--- config.mk ---
export PLATFORM = sky130hd
export DESIGN_NAME = otter_instr_encoder_loader
export DESIGN_NICKNAME = d
export VERILOG_FILES = /design/src/rtl/otter_instr_encoder_loader.sv
export SDC_FILE = /design/constraint.sdc
export NUM_CORES = 1
export LEC_CHECK = 0
export BUFFER_PORTS_ARGS = -buffer_cell sky130_fd_sc_hd__clkbuf_2
export CAP_MARGIN = 20
export CORE_ASPECT_RATIO = 1.2
export CORE_MARGIN = 2
export CORE_UTILIZATION = 40
export DETAILED_ROUTE_END_ITERATION = 10
export SLEW_MARGIN = 20
export SYNTH_ARGS = -nofsm -noshare
export SYNTH_HDL_FRONTEND = slang
export SYNTH_SLANG_ARGS = --single-unit
export TNS_END_PERCENT = 1
--- constraint.sdc ---
create_clock -name CLK -period 3.29 [get_ports CLK]
set_input_delay 0.4935 -clock CLK [delete_from_list [all_inputs] [get_ports CLK]]
set_output_delay 0.4935 -clock CLK [all_outputs]
set_load 0.02 [all_outputs]
--- src/rtl/otter_instr_encoder_loader.sv ---
`default_nettype none
// ============================================================================
// Module      : otter_instr_encoder_loader
// Description : RV32I instruction encoder and instruction-memory loader for
//               the OTTER core. Decoded field bundles are packed into 32-bit
//               machine words and buffered in a small FIFO. The words are
//               then written to consecutive instruction-memory word addresses
//               through a write/ack handshake.
// Revision    : 1.0 - initial release
// ----------------------------------------------------------------------------
// Parameters
//   DEPTH   FIFO depth in words (power of two, >= 2)
//   ADDR_W  instruction-memory word-address width
// Ports
//   CLK, RST_N        clock, synchronous active-low reset
//   start, base_addr  start pulse and first word address of a session
//   in_valid/in_ready handshake for one field bundle; in_last ends session
//   in_opcode, in_funct3, in_ir30, in_rd, in_rs1, in_rs2, in_imm
//                     decoded instruction fields
//   mem_we/mem_ack    write request / memory acceptance
//   mem_addr, mem_wdata  registered write address and encoded word
//   busy, done        session active / one-cycle end-of-session pulse
//   err_illegal       sticky unsupported-opcode flag for this session
//   word_count        words written this session
// ============================================================================
module otter_instr_encoder_loader #(
  parameter int DEPTH  = 4,
  parameter int ADDR_W = 14
) (
  input  logic              CLK,
  input  logic              RST_N,
  input  logic              start,
  input  logic [ADDR_W-1:0] base_addr,
  input  logic              in_valid,
  output logic              in_ready,
  input  logic              in_last,
  input  logic [6:0]        in_opcode,
  input  logic [2:0]        in_funct3,
  input  logic              in_ir30,
  input  logic [4:0]        in_rd,
  input  logic [4:0]        in_rs1,
  input  logic [4:0]        in_rs2,
  input  logic [31:0]       in_imm,
  output logic              mem_we,
  output logic [ADDR_W-1:0] mem_addr,
  output logic [31:0]       mem_wdata,
  input  logic              mem_ack,
  output logic              busy,
  output logic              done,
  output logic              err_illegal,
  output logic [ADDR_W-1:0] word_count
);

  localparam int PTR_W = $clog2(DEPTH);

  localparam logic [6:0] OP_R      = 7'b0110011;
  localparam logic [6:0] OP_IMM    = 7'b0010011;
  localparam logic [6:0] OP_LOAD   = 7'b0000011;
  localparam logic [6:0] OP_JALR   = 7'b1100111;
  localparam logic [6:0] OP_STORE  = 7'b0100011;
  localparam logic [6:0] OP_BRANCH = 7'b1100011;
  localparam logic [6:0] OP_LUI    = 7'b0110111;
  localparam logic [6:0] OP_AUIPC  = 7'b0010111;
  localparam logic [6:0] OP_JAL    = 7'b1101111;

  localparam logic [ADDR_W-1:0] ADDR_ONE = {{(ADDR_W-1){1'b0}}, 1'b1};
  localparam logic [PTR_W:0]    PTR_ONE  = {{PTR_W{1'b0}}, 1'b1};

  typedef enum logic [1:0] {
    S_IDLE  = 2'd0,
    S_RUN   = 2'd1,
    S_DRAIN = 2'd2,
    S_DONE  = 2'd3
  } state_t;

  state_t state;

  // FIFO storage; pointers carry one extra wrap bit to tell full from empty.
  logic [31:0]    fifo_mem [DEPTH];
  logic [PTR_W:0] wr_ptr;
  logic [PTR_W:0] rd_ptr;
  logic           fifo_empty;
  logic           fifo_full;

  logic [31:0] enc_word;
  logic        enc_legal;
  logic        handshake;
  logic        push;
  logic        pop;
  logic        port_free;
  logic        write_done;

  assign fifo_empty = (wr_ptr == rd_ptr);
  assign fifo_full  = (wr_ptr[PTR_W] != rd_ptr[PTR_W]) &&
                      (wr_ptr[PTR_W-1:0] == rd_ptr[PTR_W-1:0]);

  assign in_ready   = (state == S_RUN) && !fifo_full;
  assign handshake  = in_valid && in_ready;
  assign push       = handshake && enc_legal;
  assign write_done = mem_we && mem_ack;
  // The port can take a new word when idle or when the current one retires.
  assign port_free  = !mem_we || mem_ack;
  // A word pushed this edge is not visible to the pop until the next edge.
  assign pop        = port_free && !fifo_empty;

  assign busy = (state != S_IDLE);
  assign done = (state == S_DONE);

  // --------------------------------------------------------------------------
  // Field packing. Immediate bits outside each format are simply dropped.
  // --------------------------------------------------------------------------
  always_comb begin
    enc_word  = 32'h0000_0000;
    enc_legal = 1'b1;
    case (in_opcode)
      OP_R: begin
        enc_word = {(in_ir30 ? 7'b0100000 : 7'b0000000), in_rs2, in_rs1,
                    in_funct3, in_rd, in_opcode};
      end
      OP_IMM: begin
        // Shift-immediate forms carry the shift amount plus the SRAI bit.
        if (in_funct3 == 3'b001 || in_funct3 == 3'b101) begin
          enc_word = {1'b0, in_ir30, 5'b00000, in_imm[4:0], in_rs1,
                      in_funct3, in_rd, in_opcode};
        end else begin
          enc_word = {in_imm[11:0], in_rs1, in_funct3, in_rd, in_opcode};
        end
      end
      OP_LOAD: begin
        enc_word = {in_imm[11:0], in_rs1, in_funct3, in_rd, in_opcode};
      end
      OP_JALR: begin
        enc_word = {in_imm[11:0], in_rs1, 3'b000, in_rd, in_opcode};
      end
      OP_STORE: begin
        enc_word = {in_imm[11:5], in_rs2, in_rs1, in_funct3, in_imm[4:0],
                    in_opcode};
      end
      OP_BRANCH: begin
        enc_word = {in_imm[12], in_imm[10:5], in_rs2, in_rs1, in_funct3,
                    in_imm[4:1], in_imm[11], in_opcode};
      end
      OP_LUI, OP_AUIPC: begin
        enc_word = {in_imm[31:12], in_rd, in_opcode};
      end
      OP_JAL: begin
        enc_word = {in_imm[20], in_imm[10:1], in_imm[11], in_imm[19:12],
                    in_rd, in_opcode};
      end
      default: begin
        enc_legal = 1'b0;
      end
    endcase
  end

  // FIFO storage needs no reset: the pointers define what is valid.
  always_ff @(posedge CLK) begin
    if (push) begin
      fifo_mem[wr_ptr[PTR_W-1:0]] <= enc_word;
    end
  end

  // --------------------------------------------------------------------------
  // Session control, FIFO pointers and registered write port.
  // --------------------------------------------------------------------------
  always_ff @(posedge CLK) begin
    if (!RST_N) begin
      state       <= S_IDLE;
      wr_ptr      <= '0;
      rd_ptr      <= '0;
      mem_we      <= 1'b0;
      mem_addr    <= '0;
      mem_wdata   <= 32'h0000_0000;
      err_illegal <= 1'b0;
      word_count  <= '0;
    end else begin
      if (push) begin
        wr_ptr <= wr_ptr + PTR_ONE;
      end

      if (pop) begin
        mem_wdata <= fifo_mem[rd_ptr[PTR_W-1:0]];
        rd_ptr    <= rd_ptr + PTR_ONE;
        mem_we    <= 1'b1;
      end else if (write_done) begin
        mem_we <= 1'b0;
      end

      // Address wraps silently at the top of the address space.
      if (write_done) begin
        word_count <= word_count + ADDR_ONE;
        mem_addr   <= mem_addr + ADDR_ONE;
      end

      case (state)
        S_IDLE: begin
          // The port is idle here, so these loads never race a write.
          if (start) begin
            state       <= S_RUN;
            mem_addr    <= base_addr;
            word_count  <= '0;
            err_illegal <= 1'b0;
          end
        end
        S_RUN: begin
          if (handshake && !enc_legal) begin
            err_illegal <= 1'b1;
          end
          if (handshake && in_last) begin
            state <= S_DRAIN;
          end
        end
        S_DRAIN: begin
          if (fifo_empty && port_free) begin
            state <= S_DONE;
          end
        end
        S_DONE: begin
          state <= S_IDLE;
        end
        default: begin
          state <= S_IDLE;
        end
      endcase
    end
  end

endmodule
`default_nettype wire

# Yosys cells after proc, flatten, opt, wreduce, memory -nomap -nowiden
# Memory sizes are Yosys's and may differ from the RTL's. A register that Yosys moved wholly into a read port is not among the register bits.
# Index checks and enable logic that the tools add are counted.
# totals
regBits,38
romBits,0
latch_bits,0
wordCells,78
ram_bits,128
memories,1
# memory_table
name,words,width,rd,rd_clocked_by_memory_dff,wr,line,text
fifo_mem,4,32,1,1,1,79,logic [31:0] fifo_mem [DEPTH];
# op_classes
multipliers,0
n_mux,21
n_div,0
n_eq_ne,21
bitwise,0
shift,0
addsub,4
reduce_logical,24
magnitude_cmp,0
# ops
op,count
case mux 32 bit (8 select lines),1
two-way mux 14 bit,6
two-way mux 32 bit,1
"adder 14 x 1 -> 14 bit, second input constant",2
"equality test 7 x 6 -> 1 bit, second input constant",3
"equality test 7 bit, second input constant",3
"equality test 7 x 5 -> 1 bit, second input constant",2
logical AND 1 bit,9
OR reduction 9 bit,1
case mux 2 bit (4 select lines),1
"equality test 7 x 2 -> 1 bit, second input constant",1
two-way mux 1 bit,7
"adder 3 x 1 -> 3 bit, second input constant",2
two-way mux 2 bit,3
two-way mux 6 bit,1
AND reduction 3 bit,2
nonzero test 2 bit,3
zero test 1 bit,5
"equality test 2 bit, second input constant",2
"!= test 2 x 1 -> 1 bit, second input constant",2
"!= test 2 bit, second input constant",2
"equality test 3 x 1 -> 1 bit, second input constant",1
equality test 3 bit,1
"equality test 3 bit, second input constant",1
7 further kinds,8

# Depth between registers and ports, before layout
# Gate-level depths: netlist of run 1.
# depth
ltp_word,8
depth_mapped,7

# Worst setup path before layout of run 1
# No wires, ideal clock.
# synth_path
path_type,input -> register
start,input port in_opcode[5]
end,"memory fifo_mem[0][0], enable pin"
slack_ns,0.596
t_required_ns,2.898
path_buffers,2
arrival_ns,2.302
setup_ns,0.392
cell_stages,6
path_cell_list,buf_2 -> nand3b_2 -> or3_1 -> buf_2 -> a21oi_2 -> and2_1
# synth_via
elab_chain_len,6
word_cells_on_any_way,14
cone_classes,eq/ne (9); mux (3); reduce/logical (2)
# synth_rtl
item,line,text
from (decl),37,"input logic [6:0] in_opcode,"
"equality test 7 x 5 -> 1 bit, or another cell as far along",115,case (in_opcode)
OR reduction 9 bit (no source line) *,-,
two-way mux 1 bit *,115,
logical AND 1 bit *,99,assign push = handshake && enc_legal;
two-way mux 1 bit *,158,if (push) begin
two-way mux 1 bit (implied by the code) *,159,fifo_mem[wr_ptr[PTR_W-1:0]] <= enc_word;
to (decl),79,
# Every way passes the cells marked *; elsewhere a longest branch is shown, timed or not.

# Final worst setup path of run 1
# layout_path
start,register rd_ptr[1]
end,output port in_ready
# layout_via
elab_chain_len,4
# layout_rtl
item,line,text
from (decl),81,logic [PTR_W:0] rd_ptr;
from (signal assigned),183,rd_ptr <= rd_ptr + PTR_ONE;
equality test 2 bit,95,(wr_ptr[PTR_W-1:0] == rd_ptr[PTR_W-1:0]);
logical AND 1 bit,94,assign fifo_full = (wr_ptr[PTR_W] != rd_ptr[PTR_W]) &&
zero test 1 bit,97,assign in_ready = (state == S_RUN) && !fifo_full;
logical AND 1 bit,97,
to (decl),35,"output logic in_ready,"
# Every way passes these cells.

==> results of run 1 <==
## cell type report
class	count	area share
Clock buffer	19	0.0436
Clock inverter	13	0.0166
Inverter	17	0.00642
Multi-Input combinational cell	382	0.289
Sequential cell	198	0.528
Tap cell	265	0.0334
Timing Repair Buffer	157	0.0828
## state kept, by name (all words and copies together) (netlist names)
| register | flops |
|---|---|
| state | 2 |
| fifo_mem | 128 |
| mem_wdata | 32 |
| err_illegal | 1 |
| rd_ptr | 3 |
| word_count | 14 |
| wr_ptr | 3 |
| mem_addr | 14 |
| mem_we | 1 |
## logic make-up (layout without fill, tap and decap cells)
group / after synthesis / in the layout / synth area share
mux: 38 / 38 / 0.0936
buf+inv: 52 / 206 / 0.0295
xor+xnor: 27 / 27 / 0.0283
compound gates: 116 / 116 / 0.0939
fa+ha+maj: 11 / 11 / 0.0165
flops: 198 / 198 / 0.628
simple gates: 190 / 190 / 0.110
## layer usage
metal / track usage / vias up / share of wire
met2: 0.308 / 188 / 0.51
met5: 0 / - / 0
li1: - / 2655 / -
met3: 0.0343 / 23 / 0.053
met1: 0.220 / 2708 / 0.42
met4: 0.0587 / 0 / 0.018
## worst max-delay path, stage by stage, from the launching register on
cell and delay (ns):
dfxtp_2 0.61, xnor2_1 0.26, a31oi_1 0.22, clkbuf_2 0.20
## placed cells by master (no fill, tap or decap), types with 4 or more instances in the layout
cell and instances:
a21oi_1 50, a22o_1 18, inv_1 16, clkbuf_2 142
nor2_1 24, nor4_1 4, clkbuf_16 17, dfxtp_1 68
nand4_1 10, ha_1 11, nand2_1 96, a211oi_1 5
o21ai_0 15, mux4_2 32, a222oi_1 5, buf_4 15
xnor2_1 10, edfxtp_1 128, nor2b_1 4, and4_1 6
xor2_1 17, and3_1 4, nand3_1 10, and2_1 4
nand2b_1 5, mux2i_1 5, or3_1 5
## power by group through the flow
stage               Sequential [mW]  Combinational (mW)  Clock, mW
floorplan                      3.06               0.668          0
CTS                            2.90                1.15       2.13
detailed placement             2.96                1.14          0
global placement               2.94                1.12          0
global route                   2.92                1.24       2.24
finish                         2.90                1.13       2.08
## through the flow
step,cell area [um2],cells
2_1_floorplan,8350,632
3_3_place_gp,9340,1019
3_5_place_dp,9340,1019
4_1_cts,9940,1051
5_1_grt,9940,1051
6_report,9940,1051
## worst max-delay path by stage
stage / start / slack [ns] / endpoint / cells after the start
floorplan: in_opcode[5] / 0.60 / fifo_mem[0][0] / 6
global placement: in_opcode[4] / 0.83 / fifo_mem[1][14] / 6
global route: rd_ptr[1] / 0.88 / mem_wdata[3] / 5
detailed placement: in_opcode[4] / 0.77 / fifo_mem[0][14] / 6
finish: rd_ptr[1] / 1.07 / in_ready / 3
CTS: rd_ptr[1] / 1.03 / in_ready / 3
==> results.yml, run 1 <==
clocking:
  ctsResizeCount: 0
  clock_latency_ns: 0.43
  cts.sinks: 198
  postCtsSetupBuffers: 0
  htree_levels: 4
  cts-root-buf: "clkbuf_16"
  cts_buffers: 17
  cts_buffer_depth: 2
  tritoncts: "done"
  ctsHoldBuffers: 0
  clkTransAtPathRegs_ns: 0.07
logic_synthesis:
  async_flop_share: 0
  synth_flop_cell: "edfxtp_1"
  ys_seq_elements: 198
  avgSynthCellArea_um2: 13.2
  netlist_top_cells_area: "edfxtp_1 46%, dfxtp_1 17%, mux4_2 8.6%, nand2_1 4.3%, a21oi_1 3.0%"
  syn_inst: 632
  yosysSeqAreaShare: 0.628
  syn_area_um2: 8350
  synthTopCellsByCount: "128 x edfxtp_1, 96 x nand2_1, 70 x dfxtp_1"
  yosys_warnings: 0
  synth_top_area_share: 0.460
  syn-num-nets: 721
  yosysTopAreaCell: "edfxtp_1"
  synthDistinctLibCells: 61
  synth_edf_count: 128
  yosysMostFrequentCell: "edfxtp_1"
finish:
  n_antenna_cell: 0
  multi_input_area_um2: 2870
  nFillCells: 1821
  drive_above_1_share: 0.296
  syn_to_final_growth_pct: 19.0
  nNetsFinal: 862
  ff_latch_area_um2: 5250
  post-route-util: 0.487
min_path:
  hold-path-endpoint: "mem_addr[13]"
  whs_path_depth: 3
  hp-start: "base_addr[13]"
  hold_path.class: "in -> reg"
route:
  wl_per_cell_um: 18.0
  dr.pass1.iters: 5
  vias: 5574
  drt_iter0_drc: 325
  drcViolationCount: 0
  ant_nets: 0
  wl_mm: 18.9
  viasPerCell: 5.30
pwr:
  seq_power_share: 0.475
  p_int_mw: 4.35
  total_power_mw: 6.11
  comb_power_share: 0.185
  p_sw_mw: 1.75
  leakagePower_nw: 3.63
  power_frac_clock: 0.341
  ir_worst_vdd_mv: 0.310
  powerDensity_nw_per_um2: 615
  p_sw_frac: 0.287
placed_design:
  place_congestion: 0.912
  hpwlAfterDp_mm: 13.1
  post-place-ws_ns: 0.768
  io_buffers: 142
floorplanning:
  coreArea_um2: 20400
  design.portCount: 143
  num_rows: 57
  fp.dieH_um: 162
  die_w_um: 136
  fp.dieArea_um2: 22100
  initial_core_util: 0.410
grt:
  grt_max_degree: 36
  grt_pass1_wl_mm: 30.0
  grt_pass1_vias: 5757
  grt.overflow.total: 0
  antenna_found_initial: 0
  grt_use_total: 0.177
sta:
  layout_worst_path_cycle_share: 0.675
  hold_viol: 0
  setup_viol_count_final: 0
  tightest_slew_ns: 0.862
  max-slew-margin-rel: 0.425
  drv_slew: 0
  min_period_ns: 2.22
  achievable-frequency_mhz: 450
  holdWs_ns: 0.344
  skew_ns: 0.0115
  rsz0062_at_grt: "no"
  tns_ns: 0
  worst_slack_ns: 1.07
flow_run:
  cap_violations: 0
setup_path:
  regToRegSetupSlack_ns: 1.10
  critPathArrivalTime_ns: 1.73
  critical_path_class: "reg -> out"
  worstReg2RegStart: "rd_ptr[1]"
  path_max_fanout: 17
  r2r_end: "mem_wdata[30]"
  r2r_cells: 5
  crit_required_ns: 2.80
  cp-end-kind: "output port"
  cp-start-kind: "flop"
status:
  status: "completed"
Note: power is estimated with default switching activity, not from simulation.
==> run 2: changes to the inputs <==
Settings changed: ABC_AREA from default to 1.
Clock period 3.29 ns to 1.95 ns, I/O delays scaled along.
==> results.yml, run 2 <==
logic_synthesis:
  yosys_warnings: 0
  synth_simple_gate_area_frac: 0.172
  netlist_top_cells_area: "edfxtp_1 45%, dfxtp_1 16%, nor2_1 7.7%, o21ai_0 7.2%, nand2_1 5.2%"
  synth_top_family_by_area: "simple AND/OR/NAND/NOR gates"
  synth-xor-area-share: 0.0216
  synth_edf_count: 128
  synthDistinctLibCells: 40
  synth_compound_area_frac: 0.124
  ys_seq_elements: 198
  yosysMostFrequentCell: "nor2_1"
  syn_area_um2: 8500
  yosysSeqAreaShare: 0.617
  synth_top_area_share: 0.452
  synthAdderAreaFrac: 0.0162
  synth_flop_cell: "edfxtp_1"
  syn-num-nets: 956
  syn_inst: 867
  muxShareOfSynthArea: 0
  yosysTopAreaCell: "edfxtp_1"
  async_flop_share: 0
  avgSynthCellArea_um2: 9.80
  synthTopCellsByCount: "174 x nor2_1, 128 x edfxtp_1, 123 x o21ai_0"
sta:
  worst_slack_ns: 0.119
  min_period_ns: 1.83
  tns_ns: 0
  skew_ns: 0.00735
  max-slew-margin-rel: 0.519
  tightest_slew_ns: 0.714
  hold_viol: 0
  achievable-frequency_mhz: 546
  setup_viol_count_final: 0
  holdWs_ns: 0.120
  layout_worst_path_cycle_share: 0.939
  drv_slew: 0
setup_path:
  path_max_fanout: 7
  cp-start-kind: "flop"
  critical_path_class: "reg -> reg"
  regToRegSetupSlack_ns: 0.12
  crit_chain: "inv_1 -> nand2_1 -> nand2_1 -> nand3_2 -> nand2_2 -> nor2_4 -> nand2_4 -> nor2_4 -> clkbuf_16"
  worstReg2RegStart: "wr_ptr[2]"
  r2r_end: "fifo_mem[1][0]"
  crit_required_ns: 2.10
  r2r_cells: 9
  worst_path_largest_cell_delay_ns: 0.37
  cp-end-kind: "flop"
  critPathArrivalTime_ns: 1.98
  cp_slowest_cell: "dfxtp_4"
min_path:
  whs_path_depth: 3
  hold_path.class: "in -> reg"
  hp-start: "base_addr[5]"
  hold-path-endpoint: "mem_addr[5]"
floorplanning:
  die_w_um: 137
  coreArea_um2: 20900
  num_rows: 58
  design.portCount: 143
  fp.dieH_um: 164
  initial_core_util: 0.407
  fp.dieArea_um2: 22400
finish:
  final_cell_area_um2: 10300
  layout_common_cells: "170 x nor2_1, 142 x clkbuf_2, 128 x edfxtp_1, 123 x o21ai_0, 116 x nand2_1"
  n_antenna_cell: 0
  instances_no_fill: 1301
  nNetsFinal: 1107
  final_common_cell: "nor2_1"
  syn_to_final_growth_pct: 21.7
  largest_reg_flops: 128
  drive_above_1_share: 0.240
  post-route-util: 0.495
route:
  wl_mm: 20.4
  ant_nets: 0
  drt_iter0_drc: 401
  drcViolationCount: 0
  vias: 6527
  viasPerCell: 5.02
  dr.pass1.iters: 5
  wl_per_cell_um: 15.7
grt:
  grt_use_total: 0.183
  grt_max_degree: 67
  grt_pass1_vias: 6041
  grt.overflow.total: 0
  antenna_found_initial: 0
  grt_pass1_wl_mm: 31.5
placed_design:
  io_buffers: 142
  hpwlAfterDp_mm: 13.5
  place_inst: 1265
  place_congestion: 0.889
  placed_cell_area_um2: 9640
  post-place-ws_ns: 0.0147
clocking:
  clock_latency_ns: 0.43
  cts_buffer_depth: 2
  cts_buffers: 17
  htree_levels: 4
  clkTransAtPathRegs_ns: 0.07
  tritoncts: "done"
  ctsHoldBuffers: 0
  cts-root-buf: "clkbuf_16"
  cts.sinks: 198
pwr:
  ir_worst_vdd_mv: 0.939
  powerDensity_nw_per_um2: 1220
  total_power_mw: 12.6
  leakagePower_nw: 4.24
status:
  status: "completed"
flow_run:
  cap_violations: 0
## run 2: power by group
part | switching [mW] | total, mW | internal [mW]
Clock | 1.67 | 3.62 | 1.95
Combinational | 2.63 | 3.90 | 1.27
Sequential | 0.298 | 5.12 | 4.82
## run 2: cell type report
| class | instances | area [um2] |
|---|---|---|
| Clock buffer | 17 | 425 |
| Fill cell | 1978 | 10600 |
| Timing Repair Buffer | 173 | 1040 |
| Clock inverter | 15 | 194 |
| Sequential cell | 198 | 5260 |
| Tap cell | 270 | 338 |
| Inverter | 52 | 201 |
| Multi-Input combinational cell | 576 | 2880 |
## run 2: critical path, delay by kind of cell, from the launching register on
family                 cells  cell delay (ns)
and+or+nand+nor            7             0.91
DFF                        1             0.37
buffers and inverters      2             0.26
## run 2: kinds of logic after synthesis
family                     after synthesis
AOI/OAI and AO/OA                      194
xor gates and xnor gates                21
buffers and inverters                   93
and+or+nand+nor                        350
DFF                                    198
adders and majority gates               11
## run 2: worst max-delay path by stage
stage | start | end | slack [ns]
2_1_floorplan | rd_ptr[1] | fifo_mem[0][0] | -0.31
3_3_place_gp | in_opcode[5] | fifo_mem[1][14] | 0.04
3_5_place_dp | in_opcode[5] | fifo_mem[3][16] | 0.01
4_1_cts | wr_ptr[1] | fifo_mem[3][22] | 0.05
5_1_grt | wr_ptr[2] | fifo_mem[1][0] | -0.006
6_report | wr_ptr[2] | fifo_mem[1][0] | 0.12
## run 2: timing repair
| item | CTS | global route |
|---|---|---|
| endpoints found under the setup margin | 0 | 128 |
| buffers inserted | 0 | 2 |
| gates resized for setup | 0 | 11 |
## run 2: routing by layer
layer	up-vias	part of all wire	track usage
met1	3070	0.44	0.233
li1	3262	-	-
met5	-	0	0
met4	0	0.019	0.0619
met3	21	0.050	0.0335
met2	174	0.49	0.312
==> run 3: changes to the inputs <==
Clock period 1.95 ns to 2.1 ns, I/O delays scaled along.
==> results.yml, run 3 (synthesis results as in run 2) <==
setup_path:
  worstSetupStartpoint: "wr_ptr[1]"
  r2r_cells: 9
  cp-start-kind: "flop"
  cp_top_family: "simple AND/OR/NAND/NOR gates"
  critPathArrivalTime_ns: 1.98
  crit_chain: "inv_1 -> nand2_1 -> nand2_2 -> nand3_1 -> nand2_1 -> nor2_2 -> nand2_4 -> nor2_4 -> buf_12"
  regToRegSetupSlack_ns: 0.24
  worstReg2RegStart: "wr_ptr[1]"
  crit_top_cell: "nand2_1"
  endpoint: "fifo_mem[1][19]"
  crit_required_ns: 2.23
  critical_path_class: "reg -> reg"
  cp_slowest_cell: "dfxtp_1"
  cp-end-kind: "flop"
  path_max_fanout: 25
  cp.depth: 9
  r2r_end: "fifo_mem[1][19]"
  worst_path_largest_cell_delay_ns: 0.40
  path_buf_inv: 2
clocking:
  postCtsSetupBuffers: 0
  tritoncts: "done"
  cts.sinks: 198
  ctsHoldBuffers: 0
  clock_latency_ns: 0.44
  clkTransAtPathRegs_ns: 0.07
  cts_buffer_depth: 2
  htree_levels: 4
  ctsResizeCount: 0
  cts_buffers: 17
  cts-root-buf: "clkbuf_16"
sta:
  setup_viol_count_final: 0
  min_period_ns: 1.86
  layout_worst_path_cycle_share: 0.884
  tightest_slew_ns: 0.709
  worst_slack_ns: 0.244
  holdWs_ns: 0.137
  drv_slew: 0
  hold_viol: 0
  achievable-frequency_mhz: 539
  max-slew-margin-rel: 0.527
  rsz0062_at_grt: "no"
  skew_ns: 0.0132
finish:
  layout_common_cells: "170 x nor2_1, 142 x clkbuf_2, 128 x edfxtp_1, 123 x o21ai_0, 118 x nand2_1"
  n_antenna_cell: 0
  drive_above_1_share: 0.229
  instances_no_fill: 1296
  nNetsFinal: 1102
  syn_to_final_growth_pct: 20.5
  final_common_cell: "nor2_1"
  post-route-util: 0.490
  nFillCells: 2007
  largest_reg_flops: 128
route:
  drcViolationCount: 0
  vias: 6470
  ant_nets: 0
  wl_per_cell_um: 15.5
  dr.pass1.iters: 4
  viasPerCell: 4.99
  drt_iter0_drc: 418
  wl_mm: 20.1
floorplanning:
  fp.dieH_um: 164
  num_rows: 58
  initial_core_util: 0.407
  die_w_um: 137
  fp.dieArea_um2: 22400
  design.portCount: 143
  coreArea_um2: 20900
grt:
  antenna_found_initial: 0
  grt.overflow.total: 0
  grt_use_total: 0.182
  grt_pass1_wl_mm: 31.2
  grt_pass1_vias: 6070
  grt_max_degree: 66
placed_design:
  post-place-ws_ns: 0.135
  hpwlAfterDp_mm: 13.6
  place_inst: 1264
  place_congestion: 0.900
  io_buffers: 142
flow_run:
  cap_violations: 0
pwr:
  ir_worst_vdd_mv: 0.545
  powerDensity_nw_per_um2: 1130
  leakagePower_nw: 4.21
status:
  status: "completed"
min_path:
  hold_path.class: "in -> reg"
## run 3: how the worst min path moves through the flow
stage / start / endpoint / slack, ns / cells after the start
3_5_place_dp: rd_ptr[2] / rd_ptr[2] / 0.50 / 2
2_1_floorplan: base_addr[5] / mem_addr[5] / 0.47 / 2
4_1_cts: base_addr[5] / mem_addr[5] / 0.12 / 3
6_report: base_addr[5] / mem_addr[5] / 0.14 / 3
3_3_place_gp: word_count[13] / word_count[13] / 0.50 / 2
5_1_grt: base_addr[5] / mem_addr[5] / 0.13 / 3
## run 3: cell type report
type                    count  area, um2  area share
clock buffers              17        425      0.0415
clock inverters            15        180      0.0176
inverters                  52        201      0.0197
multi-input cells         576       2870       0.280
flip-flops and latches    198       5250       0.512
well taps                 270        338      0.0330
repair buffers            168        981      0.0958
## run 3: metal layers
metal / vias up / share of wire / global-route usage
li1: 3256 / - / -
met1: 3019 / 0.43 / 0.230
met2: 173 / 0.50 / 0.314
met3: 22 / 0.053 / 0.0310
met4: 0 / 0.015 / 0.0614
met5: - / 0 / 0
## run 3: power breakdown
| part | internal (mW) | total [mW] | switching (mW) |
|---|---|---|---|
| Sequential | 4.47 | 4.77 | 0.299 |
| Clock | 1.62 | 3.24 | 1.62 |
| Combinational | 1.17 | 3.59 | 2.42 |
| Total | 7.26 | 11.6 | 4.34 |
## run 3: tightest hold or removal path, stage by stage
cell,delay [ns]
clkbuf_2,0.09
o211ai_1,0.09
inv_1,0.05
## run 3: per-stage QoR
step	cell area (um2)	power (mW)	TNS (ns)
floorplan	8510	7.41	-21.93
global placement	9640	8.45	0
detailed placement	9640	8.49	0
CTS	10200	11.7	0
global route	10200	12.3	0
finish	10200	11.6	0
